===== config.mk =====
export PLATFORM = sky130hd
export DESIGN_NAME = alu_complete_ctrl_flat
export DESIGN_NICKNAME = d
export VERILOG_FILES = /design/src/rtl/alu_complete_ctrl_if.sv /design/src/rtl/alu_complete_ctrl.sv /design/src/flat_wrapper.sv
export SDC_FILE = /design/constraint.sdc
export NUM_CORES = 1
export LEC_CHECK = 0
export ABC_AREA = 1
export CAP_MARGIN = 25
export CORE_ASPECT_RATIO = 0.9
export CORE_MARGIN = 4
export CORE_UTILIZATION = 40
export CTS_BUF_LIST = sky130_fd_sc_hd__clkbuf_4 sky130_fd_sc_hd__clkbuf_8
export DETAILED_ROUTE_END_ITERATION = 10
export SETUP_SLACK_MARGIN = 0.4
export SLEW_MARGIN = 20
export SYNTH_ARGS = -nofsm -noshare
export SYNTH_HDL_FRONTEND = slang
export SYNTH_SLANG_ARGS = --single-unit

===== constraint.sdc =====
create_clock -name clk -period 7.4 [get_ports clk]
set_input_delay 0.74 -clock clk [delete_from_list [all_inputs] [get_ports clk]]
set_output_delay 0.74 -clock clk [all_outputs]
set_load 0.02 [all_outputs]

===== src/rtl/alu_complete_ctrl_if.sv =====
// Completion-report inputs and commit-queue writeback outputs of alu_complete_ctrl.
// The ALU/commit side drives as master; the controller attaches as slave.
interface alu_complete_ctrl_if #(
  parameter int NCOMMIT  = 32,
  parameter int LNCOMMIT = 5,
  parameter int NALU     = 2,
  parameter int NWB      = 2
);
  logic [NALU-1:0]          done_valid;
  logic [NALU*LNCOMMIT-1:0] done_addr;
  logic [NALU-1:0]          done_ready;
  logic [NWB-1:0]           wb_valid;
  logic [NWB*LNCOMMIT-1:0]  wb_addr;
  logic [NCOMMIT-1:0]       complete_mask;

  modport master (
    output done_valid, done_addr,
    input  done_ready, wb_valid, wb_addr, complete_mask
  );

  modport slave (
    input  done_valid, done_addr,
    output done_ready, wb_valid, wb_addr, complete_mask
  );
endinterface


===== src/rtl/alu_complete_ctrl.sv =====
// Buffers ALU completion reports in per-ALU FIFOs and writes back up to NWB
// of them per cycle, oldest relative to the commit head first.
module alu_complete_ctrl #(
  parameter int NCOMMIT  = 32,
  parameter int LNCOMMIT = 5,
  parameter int NALU     = 2,
  parameter int NWB      = 2,
  parameter int DEPTH    = 2
) (
  input  logic                clk,
  input  logic                reset,
  input  logic [LNCOMMIT-1:0] commit_start,
  input  logic [NCOMMIT-1:0]  commit_kill,
  alu_complete_ctrl_if.slave  bus,
  output logic                overflow
);
  localparam int PW = $clog2(DEPTH);
  localparam int CW = PW + 1;
  localparam int RW = $clog2(NALU + 1);

  logic [LNCOMMIT-1:0]     r_addr [NALU][DEPTH];
  logic [DEPTH-1:0]        r_live [NALU];
  logic [PW-1:0]           r_rd_ptr [NALU];
  logic [PW-1:0]           r_wr_ptr [NALU];
  logic [CW-1:0]           r_count [NALU];
  logic                    r_run;
  logic                    r_overflow;
  logic [NWB-1:0]          r_wb_valid;
  logic [NWB*LNCOMMIT-1:0] r_wb_addr;
  logic [NCOMMIT-1:0]      r_complete_mask;

  logic [NALU-1:0]         w_ready;
  logic [NALU-1:0]         w_push;
  logic [NALU-1:0]         w_pop;
  logic [NALU-1:0]         w_nonempty;
  logic [NALU-1:0]         w_elig;
  logic [NALU-1:0]         w_sel;
  logic [NALU-1:0]         w_surv;
  logic [LNCOMMIT-1:0]     w_push_addr [NALU];
  logic [LNCOMMIT-1:0]     w_head_addr [NALU];
  logic [LNCOMMIT-1:0]     w_age [NALU];
  logic [RW-1:0]           w_rank [NALU];
  logic [RW-1:0]           w_slot [NALU];
  logic [NWB-1:0]          w_wb_valid;
  logic [NWB*LNCOMMIT-1:0] w_wb_addr;
  logic [NCOMMIT-1:0]      w_mask;

  // Readiness comes from registered occupancy only; r_run holds it low until the first cycle out of reset.
  for (genvar gi = 0; gi < NALU; gi++) begin : g_head
    assign w_push_addr[gi] = bus.done_addr[gi*LNCOMMIT +: LNCOMMIT];
    assign w_nonempty[gi]  = (r_count[gi] != '0);
    assign w_ready[gi]     = r_run && (r_count[gi] < CW'(DEPTH));
    assign w_push[gi]      = bus.done_valid[gi] & w_ready[gi];
    assign w_head_addr[gi] = r_addr[gi][r_rd_ptr[gi]];
    assign w_elig[gi]      = w_nonempty[gi] & r_live[gi][r_rd_ptr[gi]];
    assign w_age[gi]       = w_head_addr[gi] - commit_start;
    assign w_pop[gi]       = w_nonempty[gi] & (~r_live[gi][r_rd_ptr[gi]] | w_sel[gi]);
    assign w_surv[gi]      = w_sel[gi] & ~commit_kill[w_head_addr[gi]];
  end

  // Rank each eligible head by (age, ALU index); the NWB best ranks win.
  always_comb begin
    for (int i = 0; i < NALU; i++) begin
      w_rank[i] = '0;
      for (int k = 0; k < NALU; k++) begin
        if (w_elig[k] && ((w_age[k] < w_age[i]) || ((w_age[k] == w_age[i]) && (k < i))))
          w_rank[i] = w_rank[i] + RW'(1);
      end
      w_sel[i] = w_elig[i] && (w_rank[i] < RW'(NWB));
    end
  end

  // Port index of a surviving winner counts only older survivors, so ports stay packed from 0.
  always_comb begin
    for (int i = 0; i < NALU; i++) begin
      w_slot[i] = '0;
      for (int k = 0; k < NALU; k++) begin
        if (w_surv[k] && ((w_age[k] < w_age[i]) || ((w_age[k] == w_age[i]) && (k < i))))
          w_slot[i] = w_slot[i] + RW'(1);
      end
    end
  end

  always_comb begin
    w_wb_valid = '0;
    w_wb_addr  = '0;
    w_mask     = '0;
    for (int i = 0; i < NALU; i++) begin
      if (w_surv[i]) begin
        w_mask[w_head_addr[i]] = 1'b1;
        for (int j = 0; j < NWB; j++) begin
          if (w_slot[i] == RW'(j)) begin
            w_wb_valid[j]                       = 1'b1;
            w_wb_addr[j*LNCOMMIT +: LNCOMMIT]   = w_head_addr[i];
          end
        end
      end
    end
  end

  always_ff @(posedge clk) begin
    if (!reset) begin
      for (int i = 0; i < NALU; i++) begin
        r_live[i]   <= '0;
        r_rd_ptr[i] <= '0;
        r_wr_ptr[i] <= '0;
        r_count[i]  <= '0;
      end
      r_run           <= 1'b0;
      r_overflow      <= 1'b0;
      r_wb_valid      <= '0;
      r_wb_addr       <= '0;
      r_complete_mask <= '0;
    end else begin
      r_run <= 1'b1;
      if (r_run && |(bus.done_valid & ~w_ready))
        r_overflow <= 1'b1;
      for (int i = 0; i < NALU; i++) begin
        for (int e = 0; e < DEPTH; e++) begin
          if (commit_kill[r_addr[i][e]])
            r_live[i][e] <= 1'b0;
        end
        // A push lands after the kill sweep so the fresh live bit wins for its slot.
        if (w_push[i]) begin
          r_addr[i][r_wr_ptr[i]] <= w_push_addr[i];
          r_live[i][r_wr_ptr[i]] <= ~commit_kill[w_push_addr[i]];
          r_wr_ptr[i]            <= r_wr_ptr[i] + PW'(1);
        end
        if (w_pop[i])
          r_rd_ptr[i] <= r_rd_ptr[i] + PW'(1);
        r_count[i] <= r_count[i] + CW'(w_push[i]) - CW'(w_pop[i]);
      end
      r_wb_valid      <= w_wb_valid;
      r_wb_addr       <= w_wb_addr;
      r_complete_mask <= w_mask;
    end
  end

  assign bus.done_ready    = w_ready;
  assign bus.wb_valid      = r_wb_valid;
  assign bus.wb_addr       = r_wb_addr;
  assign bus.complete_mask = r_complete_mask;
  assign overflow          = r_overflow;
endmodule


===== src/flat_wrapper.sv =====
// flat-port wrapper written by rule: the top's interface ports become plain ports
module alu_complete_ctrl_flat 
#(
  parameter int NCOMMIT  = 32,
  parameter int LNCOMMIT = 5,
  parameter int NALU     = 2,
  parameter int NWB      = 2,
  parameter int DEPTH    = 2
)
  (clk, reset, commit_start, commit_kill, overflow, bus_done_valid, bus_done_addr, bus_done_ready, bus_wb_valid, bus_wb_addr, bus_complete_mask);
  alu_complete_ctrl_if #(.NCOMMIT(NCOMMIT), .LNCOMMIT(LNCOMMIT), .NALU(NALU), .NWB(NWB)) bus_i ();
  input  logic clk;
  input  logic reset;
  input  logic [LNCOMMIT-1:0] commit_start;
  input  logic [NCOMMIT-1:0] commit_kill;
  output logic overflow;
  input wire logic [$bits(bus_i.done_valid)-1:0] bus_done_valid;
  input wire logic [$bits(bus_i.done_addr)-1:0] bus_done_addr;
  output wire logic [$bits(bus_i.done_ready)-1:0] bus_done_ready;
  output wire logic [$bits(bus_i.wb_valid)-1:0] bus_wb_valid;
  output wire logic [$bits(bus_i.wb_addr)-1:0] bus_wb_addr;
  output wire logic [$bits(bus_i.complete_mask)-1:0] bus_complete_mask;
  assign bus_i.done_valid = bus_done_valid;
  assign bus_i.done_addr = bus_done_addr;
  assign bus_done_ready = bus_i.done_ready;
  assign bus_wb_valid = bus_i.wb_valid;
  assign bus_wb_addr = bus_i.wb_addr;
  assign bus_complete_mask = bus_i.complete_mask;
  alu_complete_ctrl #(.NCOMMIT(NCOMMIT), .LNCOMMIT(LNCOMMIT), .NALU(NALU), .NWB(NWB), .DEPTH(DEPTH)) u_core (.clk(clk), .reset(reset), .commit_start(commit_start), .commit_kill(commit_kill), .bus(bus_i), .overflow(overflow));
endmodule

==> impl_metrics.env <==
export IMPL_crit_path_end_kind="flip-flop"
export IMPL_cts_setup_buffers=0
export IMPL_io_buffers=97
export IMPL_r2r_start="u_core.r_addr[0][10]"
export IMPL_synth_area_top_cells="nand2_1 19%, dfxtp_1 15%, edfxtp_1 13%, nor2_1 8.6%, o21ai_0 8.3%"
export IMPL_vias=7292
export IMPL_place_gp_congestion=0.964
export IMPL_htreeDepth=3
export IMPL_async_flop_share=0
export IMPL_cts_tree="yes"
export IMPL_yosysWarnings=0
export IMPL_drt_wirelength_per_cell_um=17.7
export IMPL_wl_um=23200
export IMPL_status="complete, no violations"
export IMPL_path_delay_family="simple AND/OR/NAND/NOR gates"
export IMPL_crit_arrival_ns=4.40
export IMPL_rsz0062_at_grt="no"
export IMPL_synth_cell_area_um2=6530
export IMPL_synth_flop_cell="dfxtp_1"
export IMPL_clk_pin_slew_ns=0.08
export IMPL_ys_seq_area_frac=0.282
export IMPL_row_count=44
export IMPL_drt_initial_drc_count=937
export IMPL_drv_cap=0
export IMPL_fmax_mhz=245
export IMPL_grt_max_degree=51
export IMPL_syn2layout_area_growth_pct=17.5
export IMPL_synth_area_leader_cell="nand2_1"
export IMPL_synth_seq_cells=78
export IMPL_ir_drop_mv=0.123
export IMPL_cpMostUsedCell="nand2_1"
export IMPL_critPathMaxStageDelay_ns=0.63
export IMPL_tns_ns=0
export IMPL_synthesis_nets=1120
export IMPL_grt_ovfl_total=0
export IMPL_synth_avg_cell_area_um2=6.21
export IMPL_cp_data_required_time_ns=7.71
export IMPL_grt_pass1_wl_um=35900
export IMPL_clk_path_buf_depth=2
export IMPL_grt_pass1_vias=6669
export IMPL_min_path_type="flip-flop to flip-flop"
export IMPL_path_cells="inv_2 > nand2_1 > nand2_1 > ha_1 > inv_1 > fa_1 > a21o_1 > a21oi_1 > xor2_1 > ha_1 > a21oi_1 > o21a_1 > nand2_1 > inv_1 > nand2_1 > inv_1 > nand4_1 > nor2_1 > nand3_1 > nand2_1"
export IMPL_synthCells=1052
export IMPL_diodes=0
export IMPL_worstSkewPairLatency_ns=0.37
export IMPL_min_period_ns=4.09
export IMPL_fin_crit_sh=0.552
export IMPL_cp_slowest_cell="edfxtp_1"
export IMPL_hold_start="u_core.r_count[0][2]"
export IMPL_die_area_um2=18400
export IMPL_worstSetupPathType="flip-flop to flip-flop"
export IMPL_start_util=0.406
export IMPL_die_w_um=143
export IMPL_worst_path_buf_inv=4
export IMPL_cp_start_kind="flip-flop"
export IMPL_finClkSkew_ns=0.0141
export IMPL_boundaryPins=98
export IMPL_synth_distinct_cells=43
export IMPL_avgViaCountPerCell=5.55
export IMPL_clock_sinks=78
export IMPL_fp_coreArea_um2=16100
export IMPL_cts_hold_buf=0
export IMPL_detailed_place_hpwl_um=16500
export IMPL_cts_made_buffers=9
export IMPL_dr_pass1_iters=7
export IMPL_maxSlewViolCount=0
export IMPL_cp_startpoint="u_core.r_addr[0][10]"
export IMPL_pwr_density_cell_nw_per_um2=210
export IMPL_synth_top_area_share=0.186
export IMPL_critPathMaxFanout=18
export IMPL_hold_slack_ns=0.455
export IMPL_drive_gt1_frac=0.0542
export IMPL_hold_violations=0
export IMPL_finalSetupViolCount=0
export IMPL_yosysMostFrequentCell="nand2_1"
export IMPL_cts_resized=0
export IMPL_p_leak_nw=3.39
export IMPL_synth_edff_count=28
export IMPL_worst_slew_pin_slew_ns=0.847
export IMPL_root_buffer="clkbuf_8"
export IMPL_grt_usage=0.250
export IMPL_die_y_um=129
export IMPL_slew_headroom=0.435
export IMPL_reg2reg_slack_ns=3.31
export IMPL_drc_errors=0
export IMPL_yosys_top_cells_count="324 x nand2_1, 150 x nor2_1, 108 x o21ai_0, 87 x inv_1, 63 x nand3_1"
export IMPL_postRouteAntennaNets=0
export IMPL_antenna_found_initial=0
export IMPL_nets=1170
layout by cell type, fill, tap and decap left out, drive strengths merged, types with 3 or more instances in the layout:
| cell | instances |
|---|---|
| a21oi | 24 |
| clkbuf | 9 |
| clkdlybuf4s50 | 97 |
| clkinv | 3 |
| dfxtp | 50 |
| edfxtp | 28 |
| ha | 15 |
| inv | 104 |
| mux2i | 4 |
| nand2 | 327 |
| nand3 | 65 |
| nand4 | 6 |
| nor2 | 156 |
| nor3 | 3 |
| o211ai | 4 |
| o21ai | 117 |
| o221ai | 19 |
| o22ai | 48 |
| xnor2 | 4 |
| xor2 | 5 |
through the flow:
step | instance area (µm²) | power (mW) | utilization | setup WS, ns | std cells
finish | 7670 | 1.61 | 0.477 | 3.31 | 1314
global route | 7670 | 1.73 | 0.477 | 2.82 | 1314
CTS | 7670 | 1.61 | 0.477 | 3.31 | 1314
detailed placement | 7450 | 1.25 | 0.464 | 3.34 | 1298
global placement | 7450 | 1.24 | 0.464 | 3.44 | 1298
floorplan | 6530 | 1.06 | - | 3.91 | 1052
worst register-to-register path, delay by kind of cell, from the launching register on:
kind / cells / cell delay, ns
simple gates: 8 / 1.14
fa+ha+maj: 3 / 0.95
flops: 1 / 0.63
compound gates: 4 / 0.61
buf+inv: 4 / 0.53
xor+xnor: 1 / 0.17
cell type report:
| cell class | count | area, µm² |
|---|---|---|
| clock buffer | 9 | 124 |
| clock inverter | 7 | 96.3 |
| fill | 1684 | 8400 |
| inverter | 104 | 390 |
| multi-input combinational | 811 | 3980 |
| sequential | 78 | 1840 |
| tap | 207 | 259 |
| timing repair buffer | 98 | 978 |
path summary, 6_finish.rpt:
check             cells after the start                     to
setup reg to reg                     20  u_core.bus.wb_addr[5]
hold reg to reg                       2   u_core.r_count[0][3]
hold / removal                        2   u_core.r_count[0][3]
setup / recovery                     20  u_core.bus.wb_addr[5]
registers in the layout, summed over array words and instances, names as in the netlist, 2 cells and up:
name / flops
u_core.bus.complete_mask: 32
u_core.r_addr: 20
u_core.bus.wb_addr: 10
u_core.r_count: 4
u_core.r_live: 4
u_core.bus.wb_valid: 2
u_core.r_rd_ptr: 2
u_core.r_wr_ptr: 2
metal layers:
layer | wire, µm | share of wire | track usage | vias to the layer above
met5 | 0 | 0 | 0 | -
li1 | - | - | - | 3575
met3 | 1710 | 0.073 | 0.0483 | 51
met2 | 10200 | 0.44 | 0.382 | 310
met4 | 646 | 0.028 | 0.0850 | 0
met1 | 10700 | 0.46 | 0.353 | 3356
kinds of logic after synthesis:
| group | count (synthesis) | share of synthesized area |
|---|---|---|
| AOI/OAI and AO/OA | 224 | 0.209 |
| xor gates and xnor gates | 9 | 0.0121 |
| adders and majority gates | 17 | 0.0349 |
| buffers and inverters | 163 | 0.108 |
| DFF | 78 | 0.282 |
| muxes | 4 | 0.00613 |
| and+or+nand+nor | 557 | 0.348 |
report_power, final:
group / switching, mW / internal (mW)
registers: 0.0320 / 0.468
logic: 0.521 / 0.233
clock network: 0.167 / 0.190
No activity file was read; power rests on OpenSTA's default activity.
